`config.mk`:
```
export PLATFORM = sky130hd
export DESIGN_NAME = id_stage
export DESIGN_NICKNAME = d
export VERILOG_FILES = /design/src/rtl/mips_pkg.sv /design/src/rtl/reg_file.sv /design/src/rtl/id_stage.sv
export SDC_FILE = /design/constraint.sdc
export NUM_CORES = 2
export LEC_CHECK = 0
export ABC_AREA = 0
export CORE_ASPECT_RATIO = 0.8
export CORE_MARGIN = 1.5
export CORE_UTILIZATION = 45
export DETAILED_ROUTE_END_ITERATION = 12
export GPL_TIMING_DRIVEN = 0
export PLACE_DENSITY = 0.74
export SLEW_MARGIN = 20
export SYNTH_ARGS = -nofsm -noshare
export SYNTH_HDL_FRONTEND = slang
export SYNTH_HIERARCHICAL = 1
export SYNTH_SLANG_ARGS = --single-unit
```
`constraint.sdc`:
```
create_clock -name clk -period 7.5 [get_ports clk]
set_input_delay 1.125 -clock clk [delete_from_list [all_inputs] [get_ports clk]]
set_output_delay 1.125 -clock clk [all_outputs]
set_load 0.01 [all_outputs]
```
`src/rtl/mips_pkg.sv`:
```
// Shared MIPS decode constants: opcodes, function codes, ALU operations,
// operand-select polarities and the issue-history record.
package mips_pkg;

    localparam logic [5:0] OP_RTYPE = 6'h00;
    localparam logic [5:0] OP_ADDI  = 6'h08;
    localparam logic [5:0] OP_ADDIU = 6'h09;
    localparam logic [5:0] OP_SLTI  = 6'h0A;
    localparam logic [5:0] OP_SLTIU = 6'h0B;
    localparam logic [5:0] OP_ANDI  = 6'h0C;
    localparam logic [5:0] OP_ORI   = 6'h0D;
    localparam logic [5:0] OP_XORI  = 6'h0E;
    localparam logic [5:0] OP_LUI   = 6'h0F;
    localparam logic [5:0] OP_LW    = 6'h23;
    localparam logic [5:0] OP_SW    = 6'h2B;

    localparam logic [5:0] FN_SLL  = 6'h00;
    localparam logic [5:0] FN_SRL  = 6'h02;
    localparam logic [5:0] FN_SRA  = 6'h03;
    localparam logic [5:0] FN_ADD  = 6'h20;
    localparam logic [5:0] FN_ADDU = 6'h21;
    localparam logic [5:0] FN_SUB  = 6'h22;
    localparam logic [5:0] FN_SUBU = 6'h23;
    localparam logic [5:0] FN_AND  = 6'h24;
    localparam logic [5:0] FN_OR   = 6'h25;
    localparam logic [5:0] FN_XOR  = 6'h26;
    localparam logic [5:0] FN_NOR  = 6'h27;
    localparam logic [5:0] FN_SLT  = 6'h2A;
    localparam logic [5:0] FN_SLTU = 6'h2B;

    typedef enum logic [5:0] {
        ALU_ADD  = 6'd0,
        ALU_SUB  = 6'd1,
        ALU_AND  = 6'd2,
        ALU_OR   = 6'd3,
        ALU_XOR  = 6'd4,
        ALU_NOR  = 6'd5,
        ALU_SLT  = 6'd6,
        ALU_SLTU = 6'd7,
        ALU_SLL  = 6'd8,
        ALU_SRL  = 6'd9,
        ALU_SRA  = 6'd10
    } alu_op_e;

    localparam logic SA1_NUM   = 1'b1;
    localparam logic SA1_SHRMT = 1'b0;
    localparam logic SA2_RD1   = 1'b1;
    localparam logic SA2_SA1   = 1'b0;
    localparam logic SB_RD2    = 1'b1;
    localparam logic SB_NUM    = 1'b0;
    localparam logic SWD_MEM   = 1'b1;
    localparam logic SWD_ALU   = 1'b0;

    typedef struct packed {
        logic       dmem_we;
        logic       reg_we;
        logic       sa1;
        logic       sa2;
        logic       sb;
        logic       swd;
        logic [4:0] wra;
        logic [5:0] alu_op;
    } ctrl_t;

    typedef struct packed {
        logic       valid;
        logic [4:0] wra;
    } hist_t;

    function automatic logic hist_hit(input logic [4:0] r, input hist_t h0, input hist_t h1);
        return (r != 5'd0) && ((h0.valid && (h0.wra == r)) || (h1.valid && (h1.wra == r)));
    endfunction

endpackage

```
`src/rtl/reg_file.sv`:
```
// 32x32 architectural register file: reg0 hardwired to zero, two
// combinational reads with write-through from the writeback port.
module reg_file
    import mips_pkg::*;
(
    input  logic        clk,
    input  logic        rstn,
    input  logic        we,
    input  logic [4:0]  waddr,
    input  logic [31:0] wdata,
    input  logic [4:0]  raddr1,
    input  logic [4:0]  raddr2,
    output logic [31:0] rdata1,
    output logic [31:0] rdata2
);

    logic [31:0] regs [32];

    always_ff @(posedge clk or negedge rstn) begin
        if (!rstn) begin
            for (int unsigned i = 0; i < 32; i++) regs[i] <= '0;
        end else if (we && (waddr != 5'd0)) begin
            regs[waddr] <= wdata;
        end
    end

    always_comb begin
        rdata1 = regs[raddr1];
        rdata2 = regs[raddr2];
        if (we && (waddr == raddr1)) rdata1 = wdata;
        if (we && (waddr == raddr2)) rdata2 = wdata;
        if (raddr1 == 5'd0) rdata1 = '0;
        if (raddr2 == 5'd0) rdata2 = '0;
    end

endmodule

```
`src/rtl/id_stage.sv`:
```
// MIPS decode stage: instruction register, decoder, register-file read and
// RAW interlock against the two most recently issued destinations.
module id_stage
    import mips_pkg::*;
(
    input  logic        clk,
    input  logic        rstn,
    input  logic [31:0] i_ID_instr,
    input  logic        i_ID_wbWe,
    input  logic [4:0]  i_ID_wbAddr,
    input  logic [31:0] i_ID_wbData,
    output logic        o_ID_stall,
    output logic        o_ID_illegal,
    output logic        o_ID_dmemWe,
    output logic        o_ID_regWe,
    output logic        o_ID_sA1,
    output logic        o_ID_sA2,
    output logic        o_ID_sB,
    output logic        o_ID_sWD,
    output logic [4:0]  o_ID_WRA,
    output logic [5:0]  o_ID_ALUop,
    output logic [31:0] o_ID_rd1,
    output logic [31:0] o_ID_rd2,
    output logic [31:0] o_ID_num,
    output logic [31:0] o_ID_shrmt
);

    logic [31:0] ir;
    hist_t       hist0, hist1;
    ctrl_t       dec, issued;
    logic [31:0] num;
    logic        use_rs, use_rt, dec_illegal;

    logic [5:0]  opcode, funct;
    logic [4:0]  rs, rt, rd, shamt;
    logic [15:0] imm;

    assign opcode = ir[31:26];
    assign rs     = ir[25:21];
    assign rt     = ir[20:16];
    assign rd     = ir[15:11];
    assign shamt  = ir[10:6];
    assign funct  = ir[5:0];
    assign imm    = ir[15:0];

    reg_file u_reg_file (
        .clk    (clk),
        .rstn   (rstn),
        .we     (i_ID_wbWe),
        .waddr  (i_ID_wbAddr),
        .wdata  (i_ID_wbData),
        .raddr1 (rs),
        .raddr2 (rt),
        .rdata1 (o_ID_rd1),
        .rdata2 (o_ID_rd2)
    );

    always_comb begin
        dec         = '0;
        num         = '0;
        use_rs      = 1'b0;
        use_rt      = 1'b0;
        dec_illegal = 1'b0;
        if (opcode == OP_RTYPE) begin
            dec.sa2 = SA2_RD1;
            dec.sb  = SB_RD2;
            dec.reg_we = 1'b1;
            dec.wra = rd;
            use_rs  = 1'b1;
            use_rt  = 1'b1;
            case (funct)
                FN_ADD, FN_ADDU: dec.alu_op = ALU_ADD;
                FN_SUB, FN_SUBU: dec.alu_op = ALU_SUB;
                FN_AND:  dec.alu_op = ALU_AND;
                FN_OR:   dec.alu_op = ALU_OR;
                FN_XOR:  dec.alu_op = ALU_XOR;
                FN_NOR:  dec.alu_op = ALU_NOR;
                FN_SLT:  dec.alu_op = ALU_SLT;
                FN_SLTU: dec.alu_op = ALU_SLTU;
                FN_SLL, FN_SRL, FN_SRA: begin
                    dec.alu_op = (funct == FN_SLL) ? ALU_SLL :
                                 (funct == FN_SRL) ? ALU_SRL : ALU_SRA;
                    dec.sa2 = SA2_SA1;
                    dec.sa1 = SA1_SHRMT;
                    use_rs  = 1'b0;
                end
                default: dec_illegal = 1'b1;
            endcase
        end else begin
            dec.sa2    = SA2_RD1;
            dec.sb     = SB_NUM;
            dec.reg_we = 1'b1;
            dec.wra    = rt;
            use_rs     = 1'b1;
            num        = {{16{imm[15]}}, imm};
            case (opcode)
                OP_ADDI, OP_ADDIU: dec.alu_op = ALU_ADD;
                OP_SLTI:  dec.alu_op = ALU_SLT;
                OP_SLTIU: dec.alu_op = ALU_SLTU;
                OP_ANDI: begin dec.alu_op = ALU_AND; num = {16'h0, imm}; end
                OP_ORI:  begin dec.alu_op = ALU_OR;  num = {16'h0, imm}; end
                OP_XORI: begin dec.alu_op = ALU_XOR; num = {16'h0, imm}; end
                OP_LUI:  begin num = {imm, 16'h0}; use_rs = 1'b0; end
                OP_LW:   dec.swd = SWD_MEM;
                OP_SW: begin
                    dec.dmem_we = 1'b1;
                    dec.reg_we  = 1'b0;
                    dec.wra     = 5'd0;
                    use_rt      = 1'b1;
                end
                default: dec_illegal = 1'b1;
            endcase
        end
        if (dec.wra == 5'd0) dec.reg_we = 1'b0;
        // All-zero word is the reset/nop bubble, not a real sll to $0
        if (dec_illegal || (ir == '0)) begin
            dec    = '0;
            num    = '0;
            use_rs = 1'b0;
            use_rt = 1'b0;
        end
    end

    assign o_ID_stall = (use_rs && hist_hit(rs, hist0, hist1)) ||
                        (use_rt && hist_hit(rt, hist0, hist1));
    assign issued     = o_ID_stall ? '0 : dec;

    assign o_ID_illegal = dec_illegal && !o_ID_stall;
    assign o_ID_dmemWe  = issued.dmem_we;
    assign o_ID_regWe   = issued.reg_we;
    assign o_ID_sA1     = issued.sa1;
    assign o_ID_sA2     = issued.sa2;
    assign o_ID_sB      = issued.sb;
    assign o_ID_sWD     = issued.swd;
    assign o_ID_WRA     = issued.wra;
    assign o_ID_ALUop   = issued.alu_op;
    assign o_ID_num     = num;
    assign o_ID_shrmt   = {27'b0, shamt};

    always_ff @(posedge clk or negedge rstn) begin
        if (!rstn) begin
            ir    <= '0;
            hist0 <= '0;
            hist1 <= '0;
        end else begin
            if (!o_ID_stall) ir <= i_ID_instr;
            hist1       <= hist0;
            hist0.valid <= issued.reg_we;
            hist0.wra   <= issued.wra;
        end
    end

endmodule

```
==> metrics.md <==
| Metric | Value |
|---|---|
| TritonCTS buffer count | 113 |
| Clock skew | 0.009507 ns |
| Post-Layout Cell Count | 6,484 |
| Max cap viols | 0 |
| CP Capture Type | output pin |
| Class of the tightest hold or removal check | in -> async |
| Gpl congestion | 1.070 |
| Nets@finish | 4,702 |
| Yosys reg bits | 1,068 |
| Antenna violation net count after detailed routing | 0 |
| Placed Instances | 6,255 |
| Storage element area | 0.02673 mm2 |
| Hold WS | 0.2439 ns |
| Clock share of power | 0.339 |
| Average size of a mapped cell | 13.78 um2 |
| Int Pwr | 12.48 mW |
| Vias in the first global route | 44.59k |
| DRC Markers | 0 |
| Clock period minus worst slack | 7.681 ns |
| Sequential power share | 0.424 |
| Max Fclk | 0.1302 GHz |
| Layout cells sized above 1 | 0.4264 |
| EDFF count, synth | 0 |
| Post-DP HPWL | 209.5 mm |
| Synth cell types | 77 |
| Cell area after synthesis | 0.05887 mm2 |
| Worst Path Arrival | 6.56 ns |
| Seq/Total Area, Yosys | 0.4540 |
| RSZ-0062 raised after global routing | no |
| Sw Ratio | 0.3120 |
| Die W | 407.4 um |
| H-tree depth | 3 |
| Util after Layout | 0.5235 |
| Wirelength per Cell | 47.06 um |
| Critical path launch point type | flip-flop |
| Slew Limit Fails | 0 |
| DRT Pass-1 Iters | 10 |
| Status | finished with violations |
| Die ar. | 0.1330 mm2 |
| CP required | 6.38 ns |
| Cells after synthesis | 4,272 |
| Worst IR Drop VDD | 0.2186 mV |
| DR vias | 48.09k |
| Reg2Reg Depth | 8 |
| Worst-Skew Late Latency | 0.78 ns |
| Pleak | 29.67 nW |
| Filler cells | 11.10k |
| Die height | 326.5 um |
| Slew headroom | 0.08598 |
| Post-synth ARST share | 1.000 |
| Yosys warns | 6 |
| Post-CTS Setup Repair Bufs | 0 |
| Initial drt markers | 9,006 |
| Post_cts resized | 0 |
| Net switching power | 5.660 mW |
| Clock Path Buffers | 3 |
| Main synth FF type | dfrtp_1 |
| Initial antenna violation count | 30 |
| Final Cycle Share | 1.024 |
| Final setup vio count | 1 |
| Total global routing overflow | 0 |
| # IOs | 219 |
| Largest net degree at the start of global routing | 148 |
| Total Routed Length | 305.1 mm |
| Clock sinks | 1,068 |
| Tot GR Track Use | 0.4493 |
| Clk pin slew, worst setup/hold paths | 0.06 ns |
| Crit path kind | reg -> out |
| Worst setup margin | -0.1810 ns |
| Port bufs | 184 |
| CTS root buffer | clkbuf_16 |
| Power per cell area | 267.3 mW/mm2 |
| Post-CTS Hold Fix Bufs | 0 |
| Crit Path Max Fanout | 11 |
| Drt via density | 7.417 |
| P&R area growth vs syn | 15.27% |
| Core area | 0.1296 mm2 |
| Row count | 118 |
| Area taken by multi-input logic gates | 0.02950 mm2 |
| Final Hold Fails | 0 |
| Power share of the combinational group | 0.236 |
| Failing checks | negative setup slack |
| First-pass GRT wire length | 399.8 mm |
| Worst-margin pin slew | 1.371 ns |
| CTS tree | built |
| Initial Util | 0.4541 |
==> flip-flops by register name, indices dropped and copies added, names as in the netlist <==
signal	cells
u_reg_file/regs	1024
hist0	6
ir	32
hist1	6
==> worst max-delay path, stage by stage, from the launching register on <==
cell and delay, ns:
dfrtp_1 0.97, buf_4 0.30, buf_2 0.70, buf_2 0.98, mux4_2 0.44, o22ai_1 0.31
nor4_2 0.66, nor3_1 0.09, nor2_1 0.60, clkdlybuf4s50_1 0.67
==> cell usage after synthesis (all sizes together), types with 30 or more instances <==
| cell type | count | area, um2 |
|---|---|---|
| mux4 | 350 | 7958 |
| o22ai | 94 | 588.1 |
| clkbuf | 225 | 844.6 |
| mux2i | 286 | 2863 |
| a221oi | 79 | 698.2 |
| a22oi | 30 | 225.2 |
| nand2 | 114 | 430.4 |
| buf | 271 | 1933 |
| dfrtp | 1068 | 26730 |
| a21oi | 57 | 300.3 |
| mux2 | 1108 | 12580 |
| nand3 | 33 | 165.2 |
| o21ai | 103 | 515.5 |
| nor2 | 106 | 414.2 |
| nor3 | 38 | 222.7 |
==> power groups by stage <==
| stage | logic, mW | clock network (mW) | registers (mW) |
|---|---|---|---|
| final | 4.29 | 6.15 | 7.70 |
| after global routing | 4.35 | 6.37 | 7.78 |
| after CTS | 4.09 | 6.14 | 7.62 |
| after detailed placement | 4.08 | 0 | 7.72 |
| after global placement | 3.96 | 0 | 7.70 |
| after floorplan | 2.63 | 0 | 7.41 |
==> placed cells by master, fill, tap and decap left out, types with 66 or more instances in the layout <==
master	n
clkbuf_1	181
buf_4	66
dfrtp_1	1068
a221oi_1	77
mux2i_1	286
nand2_1	111
mux4_2	330
mux2_2	1079
o21ai_0	97
clkdlybuf4s50_1	183
o22ai_1	94
clkbuf_16	113
nor2_1	105
buf_2	127
==> metrics by stage <==
| step | setup WS [ns] | setup TNS (ns) | instance area [um2] | total power [mW] |
|---|---|---|---|---|
| global placement | -44.44 | - | 62990 | 11.66 |
| CTS | 0.2315 | 0 | 67780 | 17.86 |
| floorplan | 3.767 | 0 | 58970 | 10.04 |
| detailed placement | 1.032 | 0 | 63810 | 11.79 |
| global route | 0.2699 | 0 | 67810 | 18.49 |
| finish | -0.1810 | -0.1810 | 67860 | 18.14 |
==> per-layer routing <==
metal	up-vias	track usage	wire length, um
met5	-	0.04433	1225
met4	38	0.3126	27230
met3	1399	0.2813	55230
met2	4808	0.5663	113200
met1	24820	0.5506	108200
li1	17020	-	-
==> area by class of cell <==
type,instances,share of cell area
Antenna cell,23,0.0008482
Buffer,496,0.04248
Clock buffer,155,0.04798
Clock inverter,51,0.01053
Inverter,10,0.0005532
Multi-Input combinational cell,2727,0.4347
Sequential cell,1068,0.3939
Tap cell,1740,0.03208
Timing Repair Buffer,214,0.03695
==> cell families (layout without fill, tap and decap cells) <==
kind of cell    count (synthesis)  after routing  share of synthesized area
flops                        1068           1068                     0.4540
mux                          1744           1744                     0.3976
compound gates                510            510                    0.06092
buf+inv                       506            926                    0.04782
simple gates                  412            412                    0.03501
other cells                     1             53                 0.00006370
xor+xnor                       31             31                   0.004612
==> path summary, 6_finish.rpt <==
path | start | end | slack (ns)
min in group clk | hist0[5] | hist1[5] | 0.41
min reg2reg | hist0[5] | hist1[5] | 0.41
max | ir[23] | o_ID_rd1[2] | -0.18
min | rstn | ir[21] | 0.24
max in group asynchronous | rstn | u_reg_file/regs[908] | 5.00
max reg2reg | ir[28] | hist0[5] | 4.31
No activity file was read; power rests on OpenSTA's default activity.
